### src/rtl/sprite_pkg.sv
// rtl/sprite_pkg.sv - sprite geometry, attribute record and 4x16x16 shape masks
package sprite_pkg;

    localparam int SPRITE_W   = 16;
    localparam int SPRITE_H   = 16;
    localparam int NUM_SHAPES = 4;

    typedef struct packed {
        logic signed [11:0] x;
        logic signed [11:0] y;
        logic [1:0]         shape;
        logic [23:0]        color;
        logic               vis;
    } sprite_attr_t;

    // [shape][row dy][column dx]; bit dx of each row word is column dx
    localparam logic [0:NUM_SHAPES-1][0:SPRITE_H-1][SPRITE_W-1:0] SPRITE_MASK = '{
        '{16'h0180, 16'h03C0, 16'h03C0, 16'h07E0, 16'h07E0, 16'h0FF0, 16'h0FF0, 16'h1FF8,
          16'h3FFC, 16'h7FFE, 16'hFFFF, 16'hFFFF, 16'hE7E7, 16'hC3C3, 16'h8181, 16'h0000},
        '{16'h0FF0, 16'h1FF8, 16'h3FFC, 16'h7FFE, 16'hE667, 16'hE667, 16'hFFFF, 16'hFFFF,
          16'hFFFF, 16'h7FFE, 16'h3FFC, 16'h1998, 16'h300C, 16'h6006, 16'hC003, 16'h0000},
        '{16'h8001, 16'h4002, 16'h2004, 16'h1FF8, 16'h3FFC, 16'h6666, 16'hFFFF, 16'hFFFF,
          16'hBFFD, 16'hA005, 16'hA005, 16'h1818, 16'h1818, 16'h0000, 16'h0000, 16'h0000},
        '{16'hFFFF, 16'hFFFF, 16'hFFFF, 16'hFFFF, 16'hFFFF, 16'hFFFF, 16'hFFFF, 16'hFFFF,
          16'hFFFF, 16'hFFFF, 16'hFFFF, 16'hFFFF, 16'hFFFF, 16'hFFFF, 16'hFFFF, 16'hFFFF}
    };

endpackage

### src/rtl/sprite_shape_rom.sv
// rtl/sprite_shape_rom.sv - combinational (shape, dy, dx) -> mask bit lookup
module sprite_shape_rom
    import sprite_pkg::*;
(
    input  logic [1:0] shape,
    input  logic [3:0] dy,
    input  logic [3:0] dx,
    output logic       pix_on
);

    assign pix_on = SPRITE_MASK[shape][dy][dx];

endmodule

### src/rtl/sprite_engine.sv
// rtl/sprite_engine.sv - sprite compositor, shadow/live banks, 2-stage pipeline; SPRITE_COLLISION_EN adds collision flags
module sprite_engine
    import sprite_pkg::*;
#(
    parameter int          NUM_SPRITES = 8,
    parameter logic [23:0] BG_COLOR    = 24'h000000,
    localparam int         IDX_W       = (NUM_SPRITES > 1) ? $clog2(NUM_SPRITES) : 1
) (
    input  logic                     pixel_clk,
    input  logic                     resetn,
    input  logic signed [11:0]       hpos,
    input  logic signed [11:0]       vpos,
    input  logic                     active,
    input  logic                     fsync,
    input  logic                     wr_en,
    input  logic [IDX_W-1:0]         wr_idx,
    input  logic signed [11:0]       wr_x,
    input  logic signed [11:0]       wr_y,
    input  logic [1:0]               wr_shape,
    input  logic [23:0]              wr_color,
    input  logic                     wr_vis,
    output logic [7:0]               pixel [0:2],
    output logic                     pixel_valid
`ifdef SPRITE_COLLISION_EN
    ,
    output logic [NUM_SPRITES-1:0]   collision
`endif
);

    sprite_attr_t shadow [NUM_SPRITES];
    sprite_attr_t live   [NUM_SPRITES];
    logic         wr_ok;

    assign wr_ok = wr_en && (int'(wr_idx) < NUM_SPRITES);

    // Nonblocking copy means a same-cycle write lands only in the shadow bank
    always_ff @(posedge pixel_clk or negedge resetn) begin
        if (!resetn) begin
            for (int i = 0; i < NUM_SPRITES; i++) begin
                shadow[i] <= '0;
                live[i]   <= '0;
            end
        end else begin
            if (fsync) live <= shadow;
            if (wr_ok) shadow[wr_idx] <= '{x: wr_x, y: wr_y, shape: wr_shape,
                                           color: wr_color, vis: wr_vis};
        end
    end

    logic [NUM_SPRITES-1:0] hit;
    logic [23:0]            slot_color [NUM_SPRITES];
    logic                   s1_active;

    for (genvar g = 0; g < NUM_SPRITES; g++) begin : g_slot
        logic [12:0] dx;
        logic [12:0] dy;
        logic        inbox;
        logic        inbox_q;
        logic        mask_bit;
        logic [3:0]  dx_q;
        logic [3:0]  dy_q;
        logic [1:0]  shape_q;
        logic [23:0] color_q;

        // 13-bit difference of sign-extended 12-bit operands cannot overflow
        assign dx    = {hpos[11], hpos} - {live[g].x[11], live[g].x};
        assign dy    = {vpos[11], vpos} - {live[g].y[11], live[g].y};
        assign inbox = live[g].vis & active & (dx[12:4] == '0) & (dy[12:4] == '0);

        // Shape and colour travel with the pixel so a bank copy cannot split it
        always_ff @(posedge pixel_clk or negedge resetn) begin
            if (!resetn) begin
                inbox_q <= 1'b0;
                dx_q    <= '0;
                dy_q    <= '0;
                shape_q <= '0;
                color_q <= '0;
            end else begin
                inbox_q <= inbox;
                dx_q    <= dx[3:0];
                dy_q    <= dy[3:0];
                shape_q <= live[g].shape;
                color_q <= live[g].color;
            end
        end

        sprite_shape_rom u_rom (
            .shape  (shape_q),
            .dy     (dy_q),
            .dx     (dx_q),
            .pix_on (mask_bit)
        );

        assign hit[g]        = inbox_q & mask_bit;
        assign slot_color[g] = color_q;
    end

    always_ff @(posedge pixel_clk or negedge resetn) begin
        if (!resetn) s1_active <= 1'b0;
        else         s1_active <= active;
    end

    logic [23:0] win_color;

    always_comb begin
        win_color = BG_COLOR;
        for (int i = NUM_SPRITES - 1; i >= 0; i--) begin
            if (hit[i]) win_color = slot_color[i];
        end
    end

    always_ff @(posedge pixel_clk or negedge resetn) begin
        if (!resetn) begin
            pixel[0]    <= '0;
            pixel[1]    <= '0;
            pixel[2]    <= '0;
            pixel_valid <= 1'b0;
        end else begin
            pixel[0]    <= s1_active ? win_color[7:0]   : 8'h00;
            pixel[1]    <= s1_active ? win_color[15:8]  : 8'h00;
            pixel[2]    <= s1_active ? win_color[23:16] : 8'h00;
            pixel_valid <= s1_active;
        end
    end

`ifdef SPRITE_COLLISION_EN
    logic [NUM_SPRITES-1:0] sticky;
    logic                   multi_hit;

    assign multi_hit = (hit & (hit - NUM_SPRITES'(1))) != '0;

    // Hits seen in the fsync cycle itself count toward the next frame
    always_ff @(posedge pixel_clk or negedge resetn) begin
        if (!resetn) begin
            sticky    <= '0;
            collision <= '0;
        end else if (fsync) begin
            collision <= sticky;
            sticky    <= multi_hit ? hit : '0;
        end else if (multi_hit) begin
            sticky    <= sticky | hit;
        end
    end
`endif

endmodule

### config.mk
export PLATFORM = sky130hd
export DESIGN_NAME = sprite_engine
export DESIGN_NICKNAME = d
export VERILOG_FILES = /design/src/rtl/sprite_pkg.sv /design/src/rtl/sprite_shape_rom.sv /design/src/rtl/sprite_engine.sv
export SDC_FILE = /design/constraint.sdc
export NUM_CORES = 2
export LEC_CHECK = 0
export CAP_MARGIN = 20
export CORE_AREA = 2 2 240 420
export CTS_CLUSTER_SIZE = 40
export DETAILED_ROUTE_END_ITERATION = 8
export DIE_AREA = 0 0 242 422
export PLACE_DENSITY = 0.83
export SLEW_MARGIN = 20
export SYNTH_ARGS = -nofsm -noshare
export SYNTH_HDL_FRONTEND = slang
export SYNTH_SLANG_ARGS = --single-unit
### constraint.sdc
create_clock -name pixel_clk -period 3.4 [get_ports pixel_clk]
set_clock_uncertainty 0.1 [all_clocks]
set_input_delay 0.68 -clock pixel_clk [delete_from_list [all_inputs] [get_ports pixel_clk]]
set_output_delay 0.68 -clock pixel_clk [all_outputs]
set_load 0.05 [all_outputs]
* After elaboration in Yosys (flattened, before gate mapping)
Index checks and enable logic that the tools add are counted.
** Storage, ports and cells
- Bits of input ports :: 83
- Word-level logic and storage cells :: 311
- Register bits :: 1122
** Cells by class
- Bitwise logic cells :: 49
- Magnitude comparators :: 26
- Reduce and logical (&&, ||, !) cells :: 17
- $add $sub $neg :: 16
- Muxes and demuxes :: 78
** Operators by type and width (count)
- 256-bit binary-select mux with 2-bit select :: 8
- 256-bit 2-to-1 mux :: 16
- 16-bit binary-select mux with 4-bit select :: 8
- 408-bit bitwise mux :: 1
- 16-bit 2-to-1 mux :: 16
- 12-bit by 12-bit subtractor with 13-bit output :: 16
- 24-bit 2-to-1 mux :: 8
- 51-bit demux with 3-bit select :: 1
- 9-bit zero test :: 16
- 51-bit 2-to-1 mux :: 1
- 5-bit >= comparator, second input constant :: 8
- 4-bit by 5-bit < comparator with 1-bit output, second input constant :: 8
- 4-bit NOT with 5-bit output :: 8
- 1-bit bitwise AND :: 32
- 1-bit binary-select mux with 4-bit select :: 8
- 3-bit >= comparator, second input constant :: 8
- 8-bit 2-to-1 mux :: 3
- 2-bit NOT with 3-bit output :: 8
- 1-bit 2-to-1 mux :: 8
- 4-bit >= comparator, second input constant :: 1
- 4-bit by 1-bit < comparator with 1-bit output, second input constant :: 1
- 3-bit NOT with 4-bit output :: 1
- 1-bit logical AND :: 1

* Depth between registers and ports, before layout
- Depth after elaboration :: 19
- Depth in mapped cells :: 16

* Modules after synthesis
Synthesis repeated with hierarchy kept, for this count alone.
** Unflattened totals
- Cell total of the unflattened synthesis :: 4951
- Area, all modules :: 55070.3 um^2
** By module, submodules not included
- sprite_engine :: area each 47793.3 um^2, instances 1, cells an instance 3807, seq. area each 28076.9 um^2
- sprite_shape_rom :: area each 909.6 um^2, instances 8, cells an instance 143, seq. area each 0.0 um^2

* Least setup slack after synthesis
Ideal clock, no wire load.
- Path kind :: reg2reg
- Start point :: reg g_slot[2].shape_q[0]
- End point :: reg pixel[10] (netlist name)
- Arrival :: 3.473 ns
- Data required time :: 3.174 ns
- Setup time :: 0.126 ns
- Clock period less this slack :: 3.699 ns
- Setup slack :: -0.299 ns
- Stages on the path, launching flop included :: 16
- Path through :: dfrtp_1 clkbuf_1 inv_1 ha_1 clkbuf_1 nand2_1 o2111ai_1 o311a_1 o21ai_0 mux4_2 o2111a_1 a311oi_4 a21bo_2 buf_2 o221ai_1 o21ai_1
** Between the ends
- Word-level cells in the longest chain between the ends :: 14
** Ends and longest elaborated chain
- start: declaration :: RTL line sprite_engine.sv:62 : logic [1:0] shape_q;
- start signal: assignment :: RTL line sprite_engine.sv:82 : shape_q <= live[g].shape;
- 2-bit NOT with 3-bit output (implied by the code) :: RTL line sprite_shape_rom.sv:11 : assign pix_on = SPRITE_MASK[shape][dy][dx];
- 256-bit binary-select mux with 2-bit select :: RTL line sprite_shape_rom.sv:11
- 256-bit 2-to-1 mux (implied by the code) (2 in a row) :: RTL line sprite_shape_rom.sv:11
- 16-bit binary-select mux with 4-bit select :: RTL line sprite_shape_rom.sv:11
- 16-bit 2-to-1 mux (implied by the code) (2 in a row) :: RTL line sprite_shape_rom.sv:11
- 1-bit binary-select mux with 4-bit select :: RTL line sprite_shape_rom.sv:11
- 1-bit 2-to-1 mux (implied by the code) :: RTL line sprite_shape_rom.sv:11
- 1-bit bitwise AND :: RTL line sprite_engine.sv:94 : assign hit[g] = inbox_q & mask_bit;
- 24-bit 2-to-1 mux (3 in a row) :: RTL line sprite_engine.sv:108 : if (hit[i]) win_color = slot_color[i];
- 8-bit 2-to-1 mux :: RTL line sprite_engine.sv:120 : pixel[1] <= s1_active ? win_color[15:8] : 8'h00;
- end: declaration :: RTL line sprite_engine.sv:22 : output logic [7:0] pixel [0:2],
No other way between the ends. The select of a mux whose other input is x is not followed.
A chain may end at the register's enable or synchronous reset.

* Worst setup path in the final report
- Start point :: reg g_slot[5].shape_q[0]
- End point :: reg pixel[10] (netlist name)
** Between the ends
- Word-level cells in the longest chain between the ends :: 17
** Ends and longest elaborated chain (RTL line)
- start: declaration :: sprite_engine.sv:62
- start signal: assignment :: sprite_engine.sv:82
- 2-bit NOT with 3-bit output (implied by the code) :: sprite_shape_rom.sv:11
- 256-bit binary-select mux with 2-bit select :: sprite_shape_rom.sv:11
- 256-bit 2-to-1 mux (implied by the code) (2 in a row) :: sprite_shape_rom.sv:11
- 16-bit binary-select mux with 4-bit select :: sprite_shape_rom.sv:11
- 16-bit 2-to-1 mux (implied by the code) (2 in a row) :: sprite_shape_rom.sv:11
- 1-bit binary-select mux with 4-bit select :: sprite_shape_rom.sv:11
- 1-bit 2-to-1 mux (implied by the code) :: sprite_shape_rom.sv:11
- 1-bit bitwise AND :: sprite_engine.sv:94
- 24-bit 2-to-1 mux (6 in a row) :: sprite_engine.sv:108
- 8-bit 2-to-1 mux :: sprite_engine.sv:120
No other way between the ends. The select of a mux whose other input is x is not followed.

==> impl_metrics.env <==
export IMPL_grt_remaining_overflow=0
export IMPL_coreArea_sq_um=98780
export IMPL_ys_types=89
export IMPL_dieWidth_um=242
export IMPL_total_power_mw=47.88
export IMPL_maxCapViolations=0
export IMPL_critPathMaxFanout=11
export IMPL_drive_gt1_frac=0.3121
export IMPL_wirelength_um=166200
export IMPL_met1_usage=0.3410
export IMPL_critPathSlowestCell="mux4_2"
export IMPL_antenna_found_initial=9
export IMPL_netlist_area_leader_share=0.5210
export IMPL_worst_slew_pin_slew_ns=1.005
export IMPL_worstPathCellList="inv_2 > ha_4 > buf_12 > mux4_2 > o211ai_1 > o41a_1 > mux4_2 > mux4_2 > nand2_4 > clkbuf_16 > buf_6 > o211ai_1 > a221oi_2 > o21ai_1"
export IMPL_ir_drop_mv=0.6837
export IMPL_final_min_clock_period_ns=3.770
export IMPL_ctsRootBufferMaster="clkbuf_16"
export IMPL_numCtsBuffers=94
export IMPL_post_place_ws_ns=-1.136
export IMPL_cts_sinks=1122
export IMPL_rows=153
export IMPL_setup_viol=24
export IMPL_fmax_ghz=0.2653
export IMPL_start_util=0.5456
export IMPL_clk_latency_ns=0.74
export IMPL_rsz0062_at_grt="yes"
export IMPL_area_growth_pct=22.12
export IMPL_powerDensity_nw_per_um2=727.6
export IMPL_place_area_sq_um=61340
export IMPL_gp_congestion=0.9866
export IMPL_drtPass1Iterations=7
export IMPL_crit_top_cell="mux4_2"
export IMPL_p_sw_mw=16.11
export IMPL_die_h_um=422
export IMPL_viasPerCell=6.030
export IMPL_ant_nets=0
export IMPL_path_class="flip-flop to flip-flop"
export IMPL_final_hold_viol_count=0
export IMPL_final_common_cell="dfrtp_1"
export IMPL_crit_required_ns=3.87
export IMPL_synth_seq_cells=1122
export IMPL_utilization=0.6663
export IMPL_yosys_area_top_type="dfrtp_1"
export IMPL_mostFrequentLayoutCells="1120 x dfrtp_1, 651 x mux2_2, 602 x buf_4, 341 x inv_1"
export IMPL_outcome="finished, violations left"
export IMPL_hp_class="flip-flop to flip-flop"
export IMPL_grtUsageMet2=0.5712
export IMPL_slew_violations=0
export IMPL_synth_fp_nets=5039
export IMPL_p_leak_nw=29.78
export IMPL_path_clk_slew_ns=0.07
export IMPL_slew_headroom=0.3282
export IMPL_ios=108
export IMPL_max_stage_delay_ns=0.60
export IMPL_cts_tree="yes"
export IMPL_seq_power_share=0.389
export IMPL_met3_usage=0.05081
export IMPL_synthArstFlopShare=1.000
export IMPL_drcViolationCount=0
export IMPL_vias=40656
export IMPL_grt_usage=0.3244
export IMPL_grt_max_degree=123
export IMPL_startpoint_type="flip-flop"
export IMPL_numPortBuffers=107
export IMPL_fin_nets=5664
export IMPL_synth_seq_area_share=0.5210
export IMPL_clockPowerShare=0.255
export IMPL_whs_ns=0.2644
export IMPL_violations="setup timing"
export IMPL_ys_flop_type="dfrtp_1"
export IMPL_yosysWarnings=0
export IMPL_finalCritPeriodShare=1.109
export IMPL_grt_busiest_layer="met2"
export IMPL_swShare=0.3364
export IMPL_yosys_top_cells_area="dfrtp_1 52%, mux2_2 14%, ha_1 5.2%"
export IMPL_hpwl_um=113600
export IMPL_internal_power_mw=31.78
export IMPL_syn_inst=4716
export IMPL_grt_pass1_wl_um=251000
export IMPL_cts_buffer_depth=3
export IMPL_drt_iter0_drc=2823
export IMPL_power_frac_comb=0.356
export IMPL_fillers=7053
export IMPL_grt_pass1_vias=42914
export IMPL_cp_end_kind="flip-flop"
export IMPL_synth_edf_count=0
export IMPL_syn_cell_area_sq_um=53900
export IMPL_final_area_sq_um=65820
export IMPL_htree_levels=3
export IMPL_syn_avg_cell_area_sq_um=11.43
export IMPL_wl_per_cell_um=24.65
export IMPL_layout_setup_ws_ns=-0.3698
export IMPL_worst_endpoint_arrival_ns=4.24
export IMPL_dieArea_sq_um=102100
[metal layers]
metal  part of all wire  wire [um]
met1               0.35      58400
met2               0.51      84360
met3              0.046       7576
met4              0.095      15780
met5            0.00028         46
[sequential cells by signal (all words and copies together), names as in the netlist, 8 cells and up]
name / flops
g_slot.dx_q: 32
g_slot.inbox_q: 8
g_slot.dy_q: 32
g_slot.color_q: 192
g_slot.shape_q: 16
live: 408
shadow: 408
pixel: 24
[final timing paths]
check	cells past startpoint	startpoint	end	slack (ns)
worst max-delay path	14	g_slot[5].shape_q[0]	pixel[10]	-0.37
worst min-delay path	0	live[20]	g_slot[7].color_q[19]	0.26
worst max register to register	14	g_slot[5].shape_q[0]	pixel[10]	-0.37
worst min register to register	0	live[20]	g_slot[7].color_q[19]	0.26
max in group asynchronous	4	resetn	shadow[289]	1.75
min in group asynchronous	2	resetn	shadow[274]	0.38
[through the flow]
step / instances / setup TNS, ns
after CTS: 6727 / -6.724
after floorplan: 4716 / -1.284
final: 6742 / -7.357
after global routing: 6739 / -9.763
after global placement: 6538 / -16.47
after detailed placement: 6538 / -17.99
[power groups by stage]
stage / Sequential [mW] / Combinational, mW / Clock [mW]
global placement: 18.5 / 15.9 / 0
detailed placement: 18.7 / 16.2 / 0
global route: 19.0 / 18.4 / 12.8
CTS: 18.6 / 16.6 / 12.3
floorplan: 17.9 / 9.84 / 0
finish: 18.6 / 17.0 / 12.2
[cell families (layout without fill, tap and decap cells)]
group | Yosys count | in the layout | share of synthesized area
compound gates | 1039 | 1039 | 0.1267
flops | 1122 | 1122 | 0.5210
other cells | 0 | 6 | 0
simple gates | 892 | 892 | 0.08070
mux | 737 | 737 | 0.1573
fa+ha+maj | 240 | 240 | 0.05795
buf+inv | 611 | 1314 | 0.04422
xor+xnor | 75 | 75 | 0.01219
[worst max-delay path: cells and delay by family (launching register included)]
kind	cells	cell delay (ns)
muxes	3	1.31
adders and majority gates	1	0.29
AOI/OAI and AO/OA	5	0.77
DFF	1	0.42
and+or+nand+nor	1	0.20
buffers and inverters	4	0.52
[final cells by class]
class / instances / area [sq um] / area share
multi-input cells: 2983 / 24150 / 0.3669
well taps: 1317 / 1648 / 0.02504
repair buffers: 787 / 7072 / 0.1074
flip-flops and latches: 1122 / 28080 / 0.4266
inverters: 353 / 1345 / 0.02044
diodes: 6 / 15.01 / 0.0002281
clock buffers: 127 / 2729 / 0.04146
clock inverters: 47 / 777.0 / 0.01181
[cell usage after synthesis, types with 38 or more instances]
cell,count
o211ai_1,51
a21boi_0,47
inv_1,350
xnor2_1,46
a211oi_1,46
nand3_1,77
a21oi_1,157
a21o_1,38
mux2_2,651
o21ai_0,339
nor2_1,177
clkbuf_1,187
nor3_1,46
nand2b_1,61
dfrtp_1,1122
ha_1,224
mux2i_1,63
nor2b_1,72
nand2_1,307
buf_2,44
[what timing repair did]
item	4_1_cts	5_1_grt
pin swaps	22	33
gates cloned	2	2
endpoints found under the setup margin	32	32
buffers inserted	12	8
hold buffers	1	0
gates resized for setup	111	97
endpoints found under the hold margin	28	0
(Power assumes the default switching activity.)
